===== src/rtl/encode_lsps_pack.sv =====
// ----------------------------------------------------------------------------
// encode_lsps_pack
//
// Packs ten scalar LSP quantiser indexes into a 36-bit frame and streams the
// frame out MSB-first, one bit per cycle.
//
// Field layout (MSB first): indexes0..6 use 4 bits each, indexes7..8 use
// 3 bits each, and indexes9 uses 2 bits. index0 lands at bits_out[35].
//
// Optional build macro:
//   ENCODE_LSPS_PACK_GRAY_EN - when defined, each masked index is Gray coded
//                              (g = x ^ (x >> 1)) at LOAD. Timing and
//                              interface are the same in both builds.
//
// Ports:
//   clk          in   clock, all state changes on the rising edge
//   rst          in   synchronous active-high reset
//   start_pack   in   frame start request, only honoured in IDLE
//   indexes0..9  in   quantiser indexes, captured at LOAD
//   bits_out     out  packed frame, filled MSB-first while shifting
//   bit_serial   out  current serial bit
//   bit_valid    out  qualifies bit_serial
//   nbit         out  number of bits emitted in the current frame (0..36)
//   done_pack    out  one-cycle frame-complete pulse
//
// State table:
//   state   | meaning
//   IDLE    | waiting for start_pack
//   LOAD    | capture coded indexes, clear frame, point at index0 MSB
//   SHIFT   | emit one bit per cycle, 36 cycles
//   DONE    | raise done_pack for one cycle
// ----------------------------------------------------------------------------
module encode_lsps_pack #(
    parameter int TOTAL_BITS = 36,
    parameter int IDX_W      = 4
) (
    input  logic                  clk,
    input  logic                  rst,
    input  logic                  start_pack,
    input  logic [IDX_W-1:0]      indexes0,
    input  logic [IDX_W-1:0]      indexes1,
    input  logic [IDX_W-1:0]      indexes2,
    input  logic [IDX_W-1:0]      indexes3,
    input  logic [IDX_W-1:0]      indexes4,
    input  logic [IDX_W-1:0]      indexes5,
    input  logic [IDX_W-1:0]      indexes6,
    input  logic [IDX_W-1:0]      indexes7,
    input  logic [IDX_W-1:0]      indexes8,
    input  logic [IDX_W-1:0]      indexes9,
    output logic [TOTAL_BITS-1:0] bits_out,
    output logic                  bit_serial,
    output logic                  bit_valid,
    output logic [5:0]            nbit,
    output logic                  done_pack
);

    localparam int N_IDX = 10;

    typedef enum logic [1:0] {
        S_IDLE  = 2'd0,
        S_LOAD  = 2'd1,
        S_SHIFT = 2'd2,
        S_DONE  = 2'd3
    } state_t;

    state_t state_q, state_d;

    logic [IDX_W-1:0]      idx_in [N_IDX];
    logic [IDX_W-1:0]      code_q [N_IDX];
    logic [IDX_W-1:0]      code_d [N_IDX];
    logic [TOTAL_BITS-1:0] bits_out_q, bits_out_d;
    logic [5:0]            nbit_q, nbit_d;
    logic                  bit_serial_q, bit_serial_d;
    logic                  bit_valid_q, bit_valid_d;
    logic                  done_pack_q, done_pack_d;
    logic [3:0]            i_q, i_d;
    logic [1:0]            b_q, b_d;

    logic                  cur_bit;
    logic [5:0]            wr_idx;

    assign idx_in[0] = indexes0;
    assign idx_in[1] = indexes1;
    assign idx_in[2] = indexes2;
    assign idx_in[3] = indexes3;
    assign idx_in[4] = indexes4;
    assign idx_in[5] = indexes5;
    assign idx_in[6] = indexes6;
    assign idx_in[7] = indexes7;
    assign idx_in[8] = indexes8;
    assign idx_in[9] = indexes9;

    // Bit pointer of the MSB of field k (field width minus one).
    function automatic logic [1:0] msb_ptr(input logic [3:0] k);
        if (k < 4'd7) begin
            return 2'd3;
        end else if (k < 4'd9) begin
            return 2'd2;
        end else begin
            return 2'd1;
        end
    endfunction

    // Mask keeping only the bits that belong to field k.
    function automatic logic [IDX_W-1:0] field_mask(input int k);
        logic [IDX_W-1:0] m;
        int               w;
        w = (k < 7) ? 4 : ((k < 9) ? 3 : 2);
        for (int j = 0; j < IDX_W; j++) begin
            m[j] = (j < w);
        end
        return m;
    endfunction

    // Gray coding of a masked value never sets bits above the field MSB,
    // so the result stays inside the field.
    function automatic logic [IDX_W-1:0] code_of(input logic [IDX_W-1:0] x,
                                                 input logic [IDX_W-1:0] m);
        logic [IDX_W-1:0] v;
        v = x & m;
`ifdef ENCODE_LSPS_PACK_GRAY_EN
        return v ^ (v >> 1);
`else
        return v;
`endif
    endfunction

    // ------------------------------------------------------------------
    // State register
    // ------------------------------------------------------------------
    always_ff @(posedge clk) begin
        if (rst) begin
            state_q <= S_IDLE;
        end else begin
            state_q <= state_d;
        end
    end

    // ------------------------------------------------------------------
    // Next-state logic
    // ------------------------------------------------------------------
    // The IDLE cycle that still carries done_pack is a recovery cycle:
    // start_pack is only taken once done_pack has dropped, which gives a
    // 40-cycle period and a 4-cycle bit_valid gap for back-to-back frames.
    always_comb begin
        state_d = S_IDLE;
        case (state_q)
            S_IDLE:  state_d = (start_pack && !done_pack_q) ? S_LOAD : S_IDLE;
            S_LOAD:  state_d = S_SHIFT;
            S_SHIFT: state_d = (b_q == 2'd0 && i_q == 4'd9) ? S_DONE : S_SHIFT;
            S_DONE:  state_d = S_IDLE;
            default: state_d = S_IDLE;
        endcase
    end

    // ------------------------------------------------------------------
    // Output / datapath logic
    // ------------------------------------------------------------------
    assign cur_bit = code_q[i_q][b_q];
    assign wr_idx  = 6'(TOTAL_BITS - 1) - nbit_q;

    always_comb begin
        code_d       = code_q;
        bits_out_d   = bits_out_q;
        nbit_d       = nbit_q;
        bit_serial_d = bit_serial_q;
        bit_valid_d  = bit_valid_q;
        done_pack_d  = done_pack_q;
        i_d          = i_q;
        b_d          = b_q;

        case (state_q)
            S_IDLE: begin
                done_pack_d = 1'b0;
                bit_valid_d = 1'b0;
            end
            S_LOAD: begin
                for (int k = 0; k < N_IDX; k++) begin
                    code_d[k] = code_of(idx_in[k], field_mask(k));
                end
                bits_out_d  = '0;
                nbit_d      = '0;
                i_d         = 4'd0;
                b_d         = 2'd3;
                bit_valid_d = 1'b0;
                done_pack_d = 1'b0;
            end
            S_SHIFT: begin
                bit_serial_d       = cur_bit;
                bit_valid_d        = 1'b1;
                bits_out_d[wr_idx] = cur_bit;
                nbit_d             = nbit_q + 6'd1;
                if (b_q != 2'd0) begin
                    b_d = b_q - 2'd1;
                end else if (i_q != 4'd9) begin
                    i_d = i_q + 4'd1;
                    b_d = msb_ptr(i_q + 4'd1);
                end
            end
            S_DONE: begin
                done_pack_d = 1'b1;
                bit_valid_d = 1'b0;
            end
            default: begin
                done_pack_d = 1'b0;
                bit_valid_d = 1'b0;
            end
        endcase
    end

    always_ff @(posedge clk) begin
        if (rst) begin
            for (int k = 0; k < N_IDX; k++) begin
                code_q[k] <= '0;
            end
            bits_out_q   <= '0;
            nbit_q       <= '0;
            bit_serial_q <= 1'b0;
            bit_valid_q  <= 1'b0;
            done_pack_q  <= 1'b0;
            i_q          <= 4'd0;
            b_q          <= 2'd0;
        end else begin
            code_q       <= code_d;
            bits_out_q   <= bits_out_d;
            nbit_q       <= nbit_d;
            bit_serial_q <= bit_serial_d;
            bit_valid_q  <= bit_valid_d;
            done_pack_q  <= done_pack_d;
            i_q          <= i_d;
            b_q          <= b_d;
        end
    end

    assign bits_out   = bits_out_q;
    assign nbit       = nbit_q;
    assign bit_serial = bit_serial_q;
    assign bit_valid  = bit_valid_q;
    assign done_pack  = done_pack_q;

endmodule


===== config.mk =====
export PLATFORM = sky130hd
export DESIGN_NAME = encode_lsps_pack
export DESIGN_NICKNAME = d
export VERILOG_FILES = /design/src/rtl/encode_lsps_pack.sv
export SDC_FILE = /design/constraint.sdc
export NUM_CORES = 1
export LEC_CHECK = 0
export ABC_AREA = 1
export CORE_MARGIN = 3
export CORE_UTILIZATION = 40
export DETAILED_ROUTE_END_ITERATION = 10
export DONT_BUFFER_PORTS = 1
export REMOVE_ABC_BUFFERS = 1
export SLEW_MARGIN = 0
export SYNTH_ARGS = -nofsm -noshare
export SYNTH_HDL_FRONTEND = slang
export SYNTH_SLANG_ARGS = --single-unit

===== constraint.sdc =====
create_clock -name clk -period 1.9 [get_ports clk]
set_clock_uncertainty 0.1 [all_clocks]
set_input_delay 0.38 -clock clk [delete_from_list [all_inputs] [get_ports clk]]
set_output_delay 0.38 -clock clk [all_outputs]
set_load 0.1 [all_outputs]

# ---- Yosys cells after proc, flatten, opt, wreduce, memory -nomap -nowiden
# Cells that the tools add are included.
dict set report word_totals {
  reg_bits 89
  latch_bits 0
  mem_bits_rw 0
  romBits 0
  in_bits 43
  out_inout_bits 45
  wordCells 73
  mem_count 0
}
dict set report op_classes {
  add_sub_neg 4
  multipliers 0
  div_mod_pow 0
  order_cmp 6
  eq_ne 8
  shift 0
  muxes 23
  bitwise_logic 1
  reduce_logical 13
}
# cell count
set ops {}
lappend ops {{$pmux 36 s2} 1}
lappend ops {{$bwmux 36} 1}
lappend ops {{$bmux 4 s4} 1}
lappend ops {{$mux 4} 4}
lappend ops {{$pmux 6 s2} 1}
lappend ops {{$mux 2} 4}
lappend ops {{$pmux 2 s4} 1}
lappend ops {{$pmux 4 s2} 1}
lappend ops {{$lt 6x7->1 const B} 1}
lappend ops {{$add 6x1->6 const B} 1}
lappend ops {{$demux 1 s6} 1}
lappend ops {{$ge 6x1->1 const B} 1}
lappend ops {{$reduce_bool 2->1} 3}
lappend ops {{$sub 6x6->6 const A} 1}
lappend ops {{$ge 5x5->1 const B} 1}
lappend ops {{$not 4->5} 1}
lappend ops {{$add 4x1->4 const B} 1}
lappend ops {{$eq 2x2->1 const B} 2}
lappend ops {{$eq 4x4->1 const B} 1}
lappend ops {{$logic_not 2->1} 2}
lappend ops {{$lt 4x3->1 const B} 1}
lappend ops {{$lt 4x4->1 const B} 1}
lappend ops {{$mux 1} 4}
lappend ops {{$ne 2x2->1 const B} 2}
lappend ops {{14 further kinds} 17}

# ---- Logic depth before layout (Yosys ltp)
# Gate-level depths: netlist of run 1.
dict set report logic_depth {
  word_depth 8
  mapped_depth 14
  ltp_nobuf 12
}

# ---- Worst setup path after synthesis of run 1
# Ideal clock, no wire load.
dict set report synth_timing {
  path_kind {reg-to-reg}
  start {register nbit_q[2] (netlist: nbit[2])}
  end {register bits_out_q[16] (netlist: bits_out[16])}
  setup_time_ps 109
  arrival_ps 2210
  required_time_ps 1691
  path_slack_ps -519
  stages_incl_launch_ff 11
  n_path_buf 0
  synth_period_minus_slack_ps 2419
  path_cell_list {dfxtp_1 > inv_2 > ha_1 > xnor2_1 > nand2_1 > nor2_4 > nand2_1 > inv_1 > nand3_2 > nand2_1 > inv_1}
}
dict set report synth_between {
  elab_chain_cells 7
  elab_cells_between_ends 8
  classes_between {1 x add/sub; 2 x order compare; 4 x mux; 1 x reduce/logical}
}
# element line_no
set synth_lines {}
lappend synth_lines {{start, declared} 72} ;# logic [5:0] nbit_q, nbit_d;
lappend synth_lines {{start signal, assigned} 226} ;# nbit_q <= nbit_d;
lappend synth_lines {{$sub 6x6->6 (*)} 160} ;# assign wr_idx = 6'(TOTAL_BITS - 1) - nbit_q;
lappend synth_lines {{$lt 6x7->1 (not written as such) / $ge 6x1->1 (equally long branches)} 191} ;# bits_out_d[wr_idx] = cur_bit;
lappend synth_lines {{$logic_and 1x1->1 (not written as such)} 191}
lappend synth_lines {{$mux 1 (not written as such)} 191}
lappend synth_lines {{$demux 1 s6 (*)} 191}
lappend synth_lines {{$bwmux 36 (*)} 191}
lappend synth_lines {{$pmux 36 s2 (*)} 172} ;# case (state_q)
lappend synth_lines {{end signal, assigned} 225} ;# bits_out_q <= bits_out_d;
lappend synth_lines {{end, declared} 71} ;# logic [TOTAL_BITS-1:0] bits_out_q, bits_out_d;
# Mark *: on every way between the ends. The rest lies on a longest branch, timed or not.
# A chain may end at the register's enable or synchronous reset.

# ---- Worst setup path in the final report of run 1
dict set report layout_timing {
  start {register nbit_q[3] (netlist: nbit[3])}
  end {register bits_out_q[3] (netlist: bits_out[3])}
}
# Same word-level chain as after synthesis.

==> impl_summary.md, run 1 <==
Timing
The number of pins with negative max-slew slack in the final report is 0. Setup violations remaining at the end of the flow were counted as 0. Setup slack closes at 111 ps. Of the available clock period, the critical path in the final layout requires 94.2%.

For the finished layout, the period the worst path requires is 1790 ps. The max-slew headroom at the worst pin is 76.0%. Derived from the worst setup path, the maximum achievable clock frequency is 559 MHz. The slew at the pin closest to its max-slew limit is 358 ps. The hold violation count in the final report is 0.

Setup repair after global routing could not meet its margin everywhere.

Final layout
The most frequent standard cell in the layout excluding fill and tap cells is nand2_1. The footprint of the multi-input gates is 2250 sq um. In the layout the commonest cells are 160 x nand2_1, 119 x inv_1, 85 x dfxtp_1. The repair_antennas step left the layout with diodes totalling 0. From synthesis to final layout, the design area changed by 21.5%.

The area taken by flip-flops and latches is 1790 sq um. At the end of the flow the core is filled with cells to 50.9%. The final net count is 798. In the final layout, the share of cells above drive strength 1 is 17.6%. After filler insertion, the fill cell instance count of the layout stands at 1098.

Placement
The count of buffers inserted at the top-level ports is 0. The congestion estimate from routability-driven global placement came to 0.838. The pre-CTS setup slack is 19.7 ps.

Detailed placement ended at an HPWL of 7790 microns.

Synth
Summing every instance area after synthesis gives 4640 sq um. The number of synthesized flops with an enable pin is 0. The predominant post-synthesis flop cell is dfxtp_1. The synthesis warning total is 0. After Yosys synthesis, full adders, half adders and majority gates account for 2.97% of the synthesized area.

The synthesized design contains 89 register bits. Of all flip-flops after synthesis, the portion carrying an async set or reset was 0%. The synthesized area per cell is 6.67 sq um. The number of instances in the synthesized netlist is 695. Counting distinct cell types in the post-synthesis netlist gives 27. After synthesis, the largest family of logic cells by area is simple AND/OR/NAND/NOR gates. The area fraction in compound gates after synthesis is 13.2%. Of the total synthesized cell area, the portion taken by XOR and XNOR cells is 0.944%. The simple-gate area share of the yosys netlist is 30.1%. Of the post-synthesis cell area, the part taken by muxes is 0%.

Sequential elements use 38.4% of the synthesized area.

Critical path
The path depth of the worst reg2reg path is 10. The worst register-to-register path ends at bits_out[3]. The worst setup path is of the reg -> reg kind.

The capturing element type of the critical path is a register. The required time of the critical path is 2040 ps. The setup check on the worst reg-to-reg path leaves a slack of 110 ps. The worst setup path is launched from a register. The critical path launch point is nbit[3]. The capturing instance or port of the critical path is bits_out[3].

Of all nets on the critical path, the largest fanout is 8. At the worst endpoint, the arrival time is 1930 ps. The worst register-to-register path begins at nbit[3].

Global routing
The number of global-route vias before repair came to 4135. Across every metal layer, demand over resource in global routing totals 18.1%. The wire length of the first global-routing pass is 19000 microns.

The total grt overflow is 0. The pin count of the biggest net entering global routing is 59. The number of antenna violations at the first check in global routing is 0.

Clock network
The number of H-tree branching levels is 3. The clock tree from TritonCTS is built. The maximum buffer depth of the clock tree is 2. In this run the clock root is driven by a clkbuf_16. After clock tree synthesis, the clock-pin slew on the worst setup and hold paths is 60 ps. The total number of clock tree sinks is 89. The clock latency reported for the late side of the worst-skew pair is 340 ps.

The number of clock buffers inserted by TritonCTS is 9.

Route
The DRC violation count after routing is 0. The ratio of routed vias to standard cells is 4.91. The number of nets with antenna violations after routing is 0. The total iterations of the first detailed-routing run is 5. In the final routed layout, each cell accounts on average for 13.1 microns. The detailed router's first-iteration violation count is 289.

The via count of the routed design is 4363. The final layout contains routed wiring with a total length of 11600 microns.

Run status
The flow ran to the end, and the final reports show no timing, DRC or antenna violations.

Power and ir drop
The clock network fraction of design power is 43.9%. Combinational logic burns 9.0% of the power. For this design the static power due to leakage is 2.78 nW.

The net switching fraction of the power is 25.7%. The register share of total power is 47.1%. The power density relative to cell area is 738 nW/um^2. VDD sags by at most 0.391 mV. Cell internal power was estimated by the tool at 3.09 mW.

For this design the total switching power over the nets is 1.07 mW.

Floorplan
The floorplan step set the die height to 114 microns. The die area is 12900 sq um. The effective utilization at floorplan is 41.9%. The chip width is 114 microns.

After floorplanning, the core was sized to cover 11100 sq um. In this run the core area contains 38 standard-cell rows. The count of boundary I/O pins is 88.

Run
The tool flagged a number of max-cap violations equal to 0.

Worst hold path
The class of the worst hold path is in -> reg.
-- cell families after synthesis --
logic type,Yosys count
xor gates and xnor gates,5
adders and majority gates,11
DFF,89
buffers and inverters,158
AOI/OAI and AO/OA,120
and+or+nand+nor,312
-- stage by stage --
| step | std cells | hold WS, ps | total power, mW | setup TNS [ps] | cell area, sq um |
|---|---|---|---|---|---|
| after global routing | 889 | -2.95 | 4.34 | -111 | 5640 |
| final | 889 | 9.29 | 4.16 | 0 | 5640 |
| after detailed placement | 867 | 352 | 2.36 | 0 | 5150 |
| after global placement | 867 | 344 | 2.35 | 0 | 5150 |
| after floorplan | 661 | 335 | 2.23 | -27840 | 4430 |
| after CTS | 887 | 0.715 | 4.20 | 0 | 5510 |
-- state kept, by name, summed over array words and instances, names as in the netlist --
signal,flops
bits_out,36
code_q,36
nbit,6
i_q,4
b_q,2
state_q,2
bit_serial,1
bit_valid,1
done_pack,1
-- cell type report --
| class | instances | area share, % |
|---|---|---|
| Clock buffer | 9 | 4.00 |
| Clock inverter | 7 | 1.42 |
| Inverter | 124 | 8.30 |
| Multi-Input combinational cell | 448 | 40.0 |
| Sequential cell | 89 | 31.7 |
| Tap cell | 140 | 3.11 |
| Timing Repair Buffer | 72 | 11.5 |
-- metal layers --
metal,wire length (microns),part of all wire [%],global-route usage [%],vias to the layer above
li1,-,-,-,2260
met1,5410,47,22.7,1984
met2,5400,46,30.8,109
met3,675,5.8,4.56,10
met4,136,1.2,5.05,0
met5,0,0,0,-
-- cells in the mapped netlist (2+ instances only) --
cell,n,area [sq um]
a21oi_1,72,360
buf_2,3,15.0
buf_6,9,101
clkbuf_1,20,75.1
dfxtp_1,89,1780
ha_1,11,138
inv_1,120,450
inv_2,3,11.3
nand2_1,168,631
nand3_1,51,255
nand3_2,15,150
nor2_1,63,236
nor2_4,4,45.0
nor3_1,8,40.0
o21ai_0,44,220
xnor2_1,2,17.5
xor2_1,3,26.3
-- worst max-delay path, cell delays in order, from the launching register on --
cell and delay [ps]:
dfxtp_2 320, inv_1 100, nand3_2 110, xor2_2 250, nand2_2 140, nor2_4 290, nand2_1 140, inv_1 80
nand3_1 70, nand2_1 60, inv_1 30
-- how the worst min path moves through the flow --
stage,start,to,depth (start not counted)
2_1_floorplan,code_q[10],code_q[10],2
3_3_place_gp,code_q[20],code_q[20],2
3_5_place_dp,code_q[28],code_q[28],2
4_1_cts,rst,b_q[1],1
5_1_grt,rst,b_q[1],1
6_report,rst,i_q[2],1
-- power by group through the flow --
stage,combinational (mW),clock [mW],sequential [mW]
global route,0.420,1.95,1.97
floorplan,0.217,0,2.02
detailed placement,0.362,0,2.00
CTS,0.368,1.87,1.96
global placement,0.354,0,2.00
finish,0.374,1.83,1.96
-- repair_timing --
item,in CTS,in global routing
setup endpoints to repair,1,37
pin swaps,1,5
cloned,0,1
hold endpoints to repair,1,0
hold buffers,2,0
gates resized for setup,0,26
setup buffers,2,1
Note: power is estimated with default switching activity, not from simulation.
==> run 2, diff against run 1 <==
--- a/config.mk
+++ b/config.mk
@@ -10,6 +10,7 @@
 export CORE_UTILIZATION = 40
 export DETAILED_ROUTE_END_ITERATION = 10
 export DONT_BUFFER_PORTS = 1
+export RECOVER_POWER = 25
 export REMOVE_ABC_BUFFERS = 1
 export SLEW_MARGIN = 0
 export SYNTH_ARGS = -nofsm -noshare
==> constraint.sdc (replaced) <==
create_clock -name clk -period 2 [get_ports clk]
set_clock_uncertainty 0.1 [all_clocks]
set_input_delay 0.4 -clock clk [delete_from_list [all_inputs] [get_ports clk]]
set_output_delay 0.4 -clock clk [all_outputs]
set_load 0.1 [all_outputs]
==> run 2 against run 1 <==
Via count is 2.5% lower. Combinational power is 12% lower. Core utilization is 2.3 points lower. Total power is 6.8% lower. Global-route usage is 0.82 points lower. Sequential power is 5% lower. Critical endpoint is now bits_out[6]. Wire length is 5.3% lower. Register-to-register slack better by 40 ps.
==> impl_summary.md, run 2 (synthesis gave the netlist of run 1 again) <==
Clock network
The number of clock buffers inserted by TritonCTS is 9 (unchanged). The maximum buffer depth of the clock tree is 2 (unchanged). The total number of clock tree sinks was 89 (unchanged). The root buffer cell was clkbuf_16 (unchanged). The clock tree from TritonCTS is built (unchanged). The clock latency reported for the late side of the worst-skew pair is 340 ps (about the same). The clock-pin slew reported for the worst setup and hold paths after clock tree synthesis was 70 ps (was 60 ps). The number of H-tree branching levels is 3 (unchanged).

The total of hold buffers inserted after clock tree synthesis is 0 (was 2).

Critical path
The reg-to-reg startpoint is nbit[4] (was nbit[3]). The path depth of the worst reg2reg path came to 10 (unchanged). The kind of start point of the critical path is a register (unchanged). The biggest fanout along the worst timing path came to 8 (unchanged).

The capturing element type of the critical path is a register (unchanged). The path type of the worst setup path was reg -> reg (unchanged). The end of the worst register-to-register path is bits_out[6] (was bits_out[3]). The register-to-register path setup slack came to 150 ps (was 110 ps).

The required time of the critical path is 2140 ps (was 2040 ps). The critical path arrival came to 1990 ps (was 1930 ps).

Final layout
The end-of-flow core utilization is 48.6% (was 50.9%). Commonest cells after routing, fill and taps aside: 167 x nand2_1, 120 x inv_1, 88 x dfxtp_1 (was 160 x nand2_1, 119 x inv_1, 85 x dfxtp_1). The number of antenna repair diodes was 0 (unchanged). The final net count is 789 (was 798). The area of all placed cells without fillers came to 5380 sq um (was 5640 sq um). The share of final-layout standard cells stronger than drive strength 1 came to 15.0% (was 17.6%).

The most frequent standard cell in the layout excluding fill and tap cells was nand2_1 (unchanged). The synthesis-to-layout area growth is 16.0% (was 21.5%).

Global routing
The total grt overflow is 0 (unchanged). The pin count of the biggest net entering global routing came to 59 (unchanged). The wire length of the first global-routing pass is 18300 microns (was 19000 microns).

The number of global-route vias before repair is 3958 (was 4135). The number of antenna violations at the first check in global routing is 0 (unchanged). The global-route usage over all layers is 17.3% (was 18.1%).

Floorplan
The height of the die came to 114 microns (unchanged). The die area is 12900 sq um (unchanged). The count of boundary I/O pins is 88 (unchanged). The effective utilization at floorplan is 41.9% (unchanged). The area of the core is 11100 sq um (unchanged). The chip width is 114 microns (unchanged). The row count is 38 (unchanged).

Placement
The detailed placer's ending HPWL came to 7670 microns (was 7790 microns). The final RePlAce weighted congestion is 0.842 (was 0.838). The count of buffers inserted at the top-level ports is 0 (unchanged). The total placed instance area came to 5090 sq um (was 5150 sq um).

Timing
Setup repair after global routing missed its margin: false (was true). The maximum frequency from static timing analysis came to 541 MHz (was 559 MHz). The number of pins with negative max-slew slack in the final report is 0 (unchanged). The max-slew headroom at the worst pin is 61.4% (was 76.0%).

The slew at the pin closest to its max-slew limit came to 579 ps (was 358 ps). The final critical-path required period is 1850 ps (was 1790 ps). The hold violation count in the final report came to 0 (unchanged). The part of the cycle the worst path needs is 92.5% (was 94.2%). The number of failing setup endpoints in the final timing report is 0 (unchanged).

Run
The count of max-cap constraint violations is 0 (unchanged).

Worst hold path
The beginning of the worst hold path is rst (unchanged). The class of the worst hold path is in -> reg (unchanged). The end point of the most critical hold path is state_q[1] (was i_q[2]).

The cell depth of the worst hold path is 1 (unchanged).

Route
The final wirelength was 11000 microns (was 11600 microns). The ratio of routed vias to standard cells is 4.84 (was 4.91). The average wire per cell in the routed design is 12.5 microns (was 13.1 microns). The via count of the routed design is 4255 (was 4363). The DRC violation count after routing is 0 (unchanged). The detailed router's first-iteration violation count is 325 (was 289).

The total iterations of the first detailed-routing run came to 4 (was 5). The number of nets with antenna violations after routing is 0 (unchanged).

Power and ir drop
The power density relative to cell area is 721 nW/um^2 (was 738 nW/um^2). The cell leakage power is 2.67 nW (was 2.78 nW). The worst vdd rail ir drop is 0.522 mV (was 0.391 mV).

Run status
Run status: finished, final reports clean (unchanged).
[run 2: cell count changes in the layout (fill, tap and decap cells not counted), moves of 3 or more]
cell	delta
buf_4	-30
clkbuf_2	+28
nand2_1	+7
nand2_2	-7
buf_12	-4
dfxtp_1	+3
dfxtp_2	-3
[run 2: critical path, cell delays in order, from the launching register on]
cell and delay, ps:
dfxtp_2 400, inv_1 60, nand3_1 90, xor2_1 250, nand2_1 210, nor2_4 280
nand2_1 120, inv_1 70, nand3_1 70, nand2_1 70, inv_1 30
[run 2: per-stage QoR]
| stage | worst slack (ps) | instances | hold slack (ps) | power (mW) | setup TNS (ps) |
|---|---|---|---|---|---|
| global placement | 161 | 862 | 344 | 2.22 | 0 |
| finish | 151 | 880 | 33.9 | 3.88 | 0 |
| global route | 6.58 | 880 | 15.9 | 4.04 | 0 |
| detailed placement | 138 | 862 | 349 | 2.22 | 0 |
| CTS | 121 | 878 | 15.6 | 3.93 | 0 |
| floorplan | -624 | 661 | 335 | 2.12 | -22650 |
[run 2: layout make-up]
| type | instances | area [sq um] |
|---|---|---|
| multi-input combinational | 448 | 2210 |
| clock inverter | 6 | 67.6 |
| inverter | 124 | 465 |
| tap | 140 | 175 |
| fill | 1139 | 5700 |
| timing repair buffer | 63 | 449 |
| sequential | 89 | 1780 |
| clock buffer | 10 | 229 |
[run 2: where the power goes]
group | switching [mW] | total [mW] | internal [mW] | leakage (nW)
clock network | 0.714 | 1.69 | 0.973 | 0.139
registers | 0.0285 | 1.86 | 1.83 | 0.724
logic | 0.227 | 0.328 | 0.101 | 1.81
[run 2: repair_timing]
action	in CTS	in global routing
resized for setup	0	9
setup endpoints to repair	0	30
endpoints found under the hold margin	0	0
buffers inserted	0	1
[run 2: worst max-delay path by stage]
stage                     startpoint            to  slack, ps  cells after the start
after floorplan           state_q[1]  bits_out[20]       -620                      9
after global placement        i_q[0]  bits_out[34]        160                     13
after detailed placement      i_q[0]  bits_out[31]        140                     13
after CTS                     i_q[0]  bits_out[31]        120                     13
after global routing      state_q[1]       nbit[5]          7                      7
final                        nbit[4]   bits_out[6]        150                     10
[run 2: metal layers]
layer / GRT usage [%] / part of all wire (%) / up-vias
li1: - / - / 2241
met3: 3.93 / 5.4 / 11
met1: 22.2 / 46 / 1926
met5: 0 / 0 / -
met2: 28.7 / 47 / 77
met4: 5.53 / 1.2 / 0
==> run 3, diff against run 2 <==
--- a/config.mk
+++ b/config.mk
@@ -10,8 +10,10 @@
 export CORE_UTILIZATION = 40
 export DETAILED_ROUTE_END_ITERATION = 10
 export DONT_BUFFER_PORTS = 1
-export RECOVER_POWER = 25
+export HOLD_SLACK_MARGIN = 0.03
+export RECOVER_POWER = 50
 export REMOVE_ABC_BUFFERS = 1
+export SETUP_SLACK_MARGIN = 0.4
 export SLEW_MARGIN = 0
 export SYNTH_ARGS = -nofsm -noshare
 export SYNTH_HDL_FRONTEND = slang
==> run 3 against run 2 <==
Global-route usage is 1.6 points higher. Cell area up 12%. Critical endpoint is now bits_out[35]. Largest power group unchanged. Maximum frequency grew 3.5%. Die area unchanged.
==> impl_summary.md, run 3 (synthesis gave the netlist of run 1 again) <==
Clock network
The clock tree from TritonCTS is built (unchanged). The number of H-tree branching levels is 3 (unchanged). The maximum buffer depth of the clock tree is 2 (unchanged). The root buffer cell is clkbuf_16 (unchanged). The total number of clock tree sinks is 89 (unchanged).

The clock-pin slew reported for the worst setup and hold paths after clock tree synthesis is 70 ps (about the same). The clock latency reported for the late side of the worst-skew pair was 340 ps (about the same). The number of clock buffers inserted by TritonCTS is 9 (unchanged).

Global routing
The total grt overflow is 0 (unchanged). The wire length of the first global-routing pass came to 19800 microns (was 18300 microns). The number of antenna violations at the first check in global routing is 0 (unchanged). The global-route usage over all layers is 18.9% (was 17.3%). The number of global-route vias before repair is 4249 (was 3958). The pin count of the biggest net entering global routing is 59 (unchanged).

Route
The detailed router's first-iteration violation count is 319 (was 325). The via count of the routed design is 4539 (was 4255). The average wire per cell in the routed design came to 14.2 microns (was 12.5 microns). The DRC violation count after routing was 0 (unchanged). The final wirelength is 12800 microns (was 11000 microns). The total iterations of the first detailed-routing run is 4 (unchanged). The number of nets with antenna violations after routing was 0 (unchanged). The ratio of routed vias to standard cells is 5.02 (was 4.84).

Timing
The slew at the pin closest to its max-slew limit came to 604 ps (was 579 ps). The hold violation count in the final report was 0 (unchanged). The part of the cycle the worst path needs is 89.4% (was 92.5%).

The final worst slack is 213 ps (was 151 ps). Setup repair after global routing missed its margin: true (was false). The number of pins with negative max-slew slack in the final report is 0 (unchanged). The max-slew headroom at the worst pin is 59.7% (was 61.4%). The maximum frequency from static timing analysis was 559 MHz (was 541 MHz).

The setup TNS came to 0 ps (unchanged). The number of failing setup endpoints in the final timing report is 0 (unchanged). The final critical-path required period is 1790 ps (was 1850 ps).

Run status
Run status: finished, final reports clean (unchanged).

Floorplan
The count of boundary I/O pins was 88 (unchanged). The effective utilization at floorplan is 41.9% (unchanged). The height of the die is 114 microns (unchanged).

The die area is 12900 sq um (unchanged). The area of the core came to 11100 sq um (unchanged). The chip width is 114 microns (unchanged). The row count is 38 (unchanged).

Final layout
The number of antenna repair diodes is 0 (unchanged). The filler cell count came to 1047 (was 1139). The most frequent standard cell in the layout excluding fill and tap cells was nand2_1 (unchanged).

The area taken by flip-flops and latches came to 1800 sq um (was 1780 sq um). The share of final-layout standard cells stronger than drive strength 1 was 25.1% (was 15.0%). The footprint of the multi-input gates is 2510 sq um (was 2210 sq um). The final net count is 814 (was 789). Commonest cells after routing, fill and taps aside: 147 x nand2_1, 116 x inv_1, 82 x dfxtp_1 (was 167 x nand2_1, 120 x inv_1, 88 x dfxtp_1). The synthesis-to-layout area growth is 30.1% (was 16.0%).

Critical path
The biggest fanout along the worst timing path was 7 (was 8). The family of cells with the greatest summed delay on the critical path is simple AND/OR/NAND/NOR gates (unchanged). The largest stage delay on the critical path is 370 ps (was 400 ps). The path type of the worst setup path is reg -> reg (unchanged). The most repeated library cell on the critical path is nand3_2. The capturing element type of the critical path is a register (unchanged). The slowest library cell on the worst path is dfxtp_4 (was dfxtp_2). The critical path arrival is 1970 ps (was 1990 ps). The required time of the critical path was 2190 ps (was 2140 ps).

Cell Chain, Critical Path: buf_8 > buf_6 > nand2_2 > nand3_2 > nand3_2 > nand3_2 > a21oi_4 > nand2_8 > clkbuf_16 > nand3_2 > nand2_1 > inv_1 (was inv_1 > nand3_1 > xor2_1 > nand2_1 > nor2_4 > nand2_1 > inv_1 > nand3_1 > nand2_1 > inv_1). The kind of start point of the critical path is a register (unchanged). The number of buffer and inverter instances along the worst setup path was 4 (was 3).

Power and ir drop
The total power of the final layout was 3.99 mW (was 3.88 mW). The worst vdd rail ir drop was 0.527 mV (was 0.522 mV). The cell leakage power is 2.89 nW (was 2.67 nW). The power density relative to cell area is 662 nW/um^2 (was 721 nW/um^2).

Placement
The final RePlAce weighted congestion is 0.842 (unchanged). The detailed placer's ending HPWL is 7670 microns (unchanged). The pre-CTS setup slack is 138 ps (unchanged). The count of buffers inserted at the top-level ports is 0 (unchanged).

Run
The count of max-cap constraint violations came to 0 (unchanged).

Worst hold path
The class of the worst hold path is in -> reg (unchanged).
## run 3: final timing paths
path                   to  cells after the start       start  slack (ps)
max          bits_out[35]                     12      i_q[0]         210
min reg2reg    code_q[23]                      2  code_q[23]         350
max reg2reg  bits_out[35]                     12      i_q[0]         210
min               nbit[1]                      1         rst          70
## run 3: power by group
part / leakage, nW / internal [mW] / switching (mW) / total [mW]
Combinational: 2.03 / 0.150 / 0.276 / 0.426
Clock: 0.139 / 0.973 / 0.733 / 1.71
Sequential: 0.728 / 1.83 / 0.0301 / 1.86
## run 3: per-layer routing
metal | part of all wire [%] | global-route usage, % | routed length, microns
met5 | 0 | 0 | 0
met1 | 44 | 24.0 | 5610
met2 | 49 | 31.4 | 6250
met4 | 1.7 | 6.97 | 223
met3 | 5.9 | 4.19 | 754
## run 3: final cells by class
type / instances / share of cell area [%]
Clock inverter: 6 / 1.12
Inverter: 124 / 7.88
Sequential cell: 89 / 29.8
Multi-Input combinational cell: 448 / 41.6
Clock buffer: 10 / 3.80
Tap cell: 140 / 2.90
Timing Repair Buffer: 88 / 12.9
## run 3: timing repair
item | in CTS | in global routing
resized for setup | 64 | 59
setup buffers | 9 | 10
endpoints found under the setup margin | 68 | 85
cloned | 2 | 4
hold endpoints to repair | 7 | 0
pin swaps | 14 | 16
hold buffers | 2 | 0
## run 3: per-stage QoR
stage	std cells	hold slack (ps)	utilization, %	area (sq um)
6_report	905	68.2	54.4	6030
5_1_grt	905	65.2	54.4	6030
4_1_cts	891	65.8	52.1	5770
3_5_place_dp	862	349	46.0	5090
3_3_place_gp	862	344	46.0	5090
2_1_floorplan	661	335	-	4430
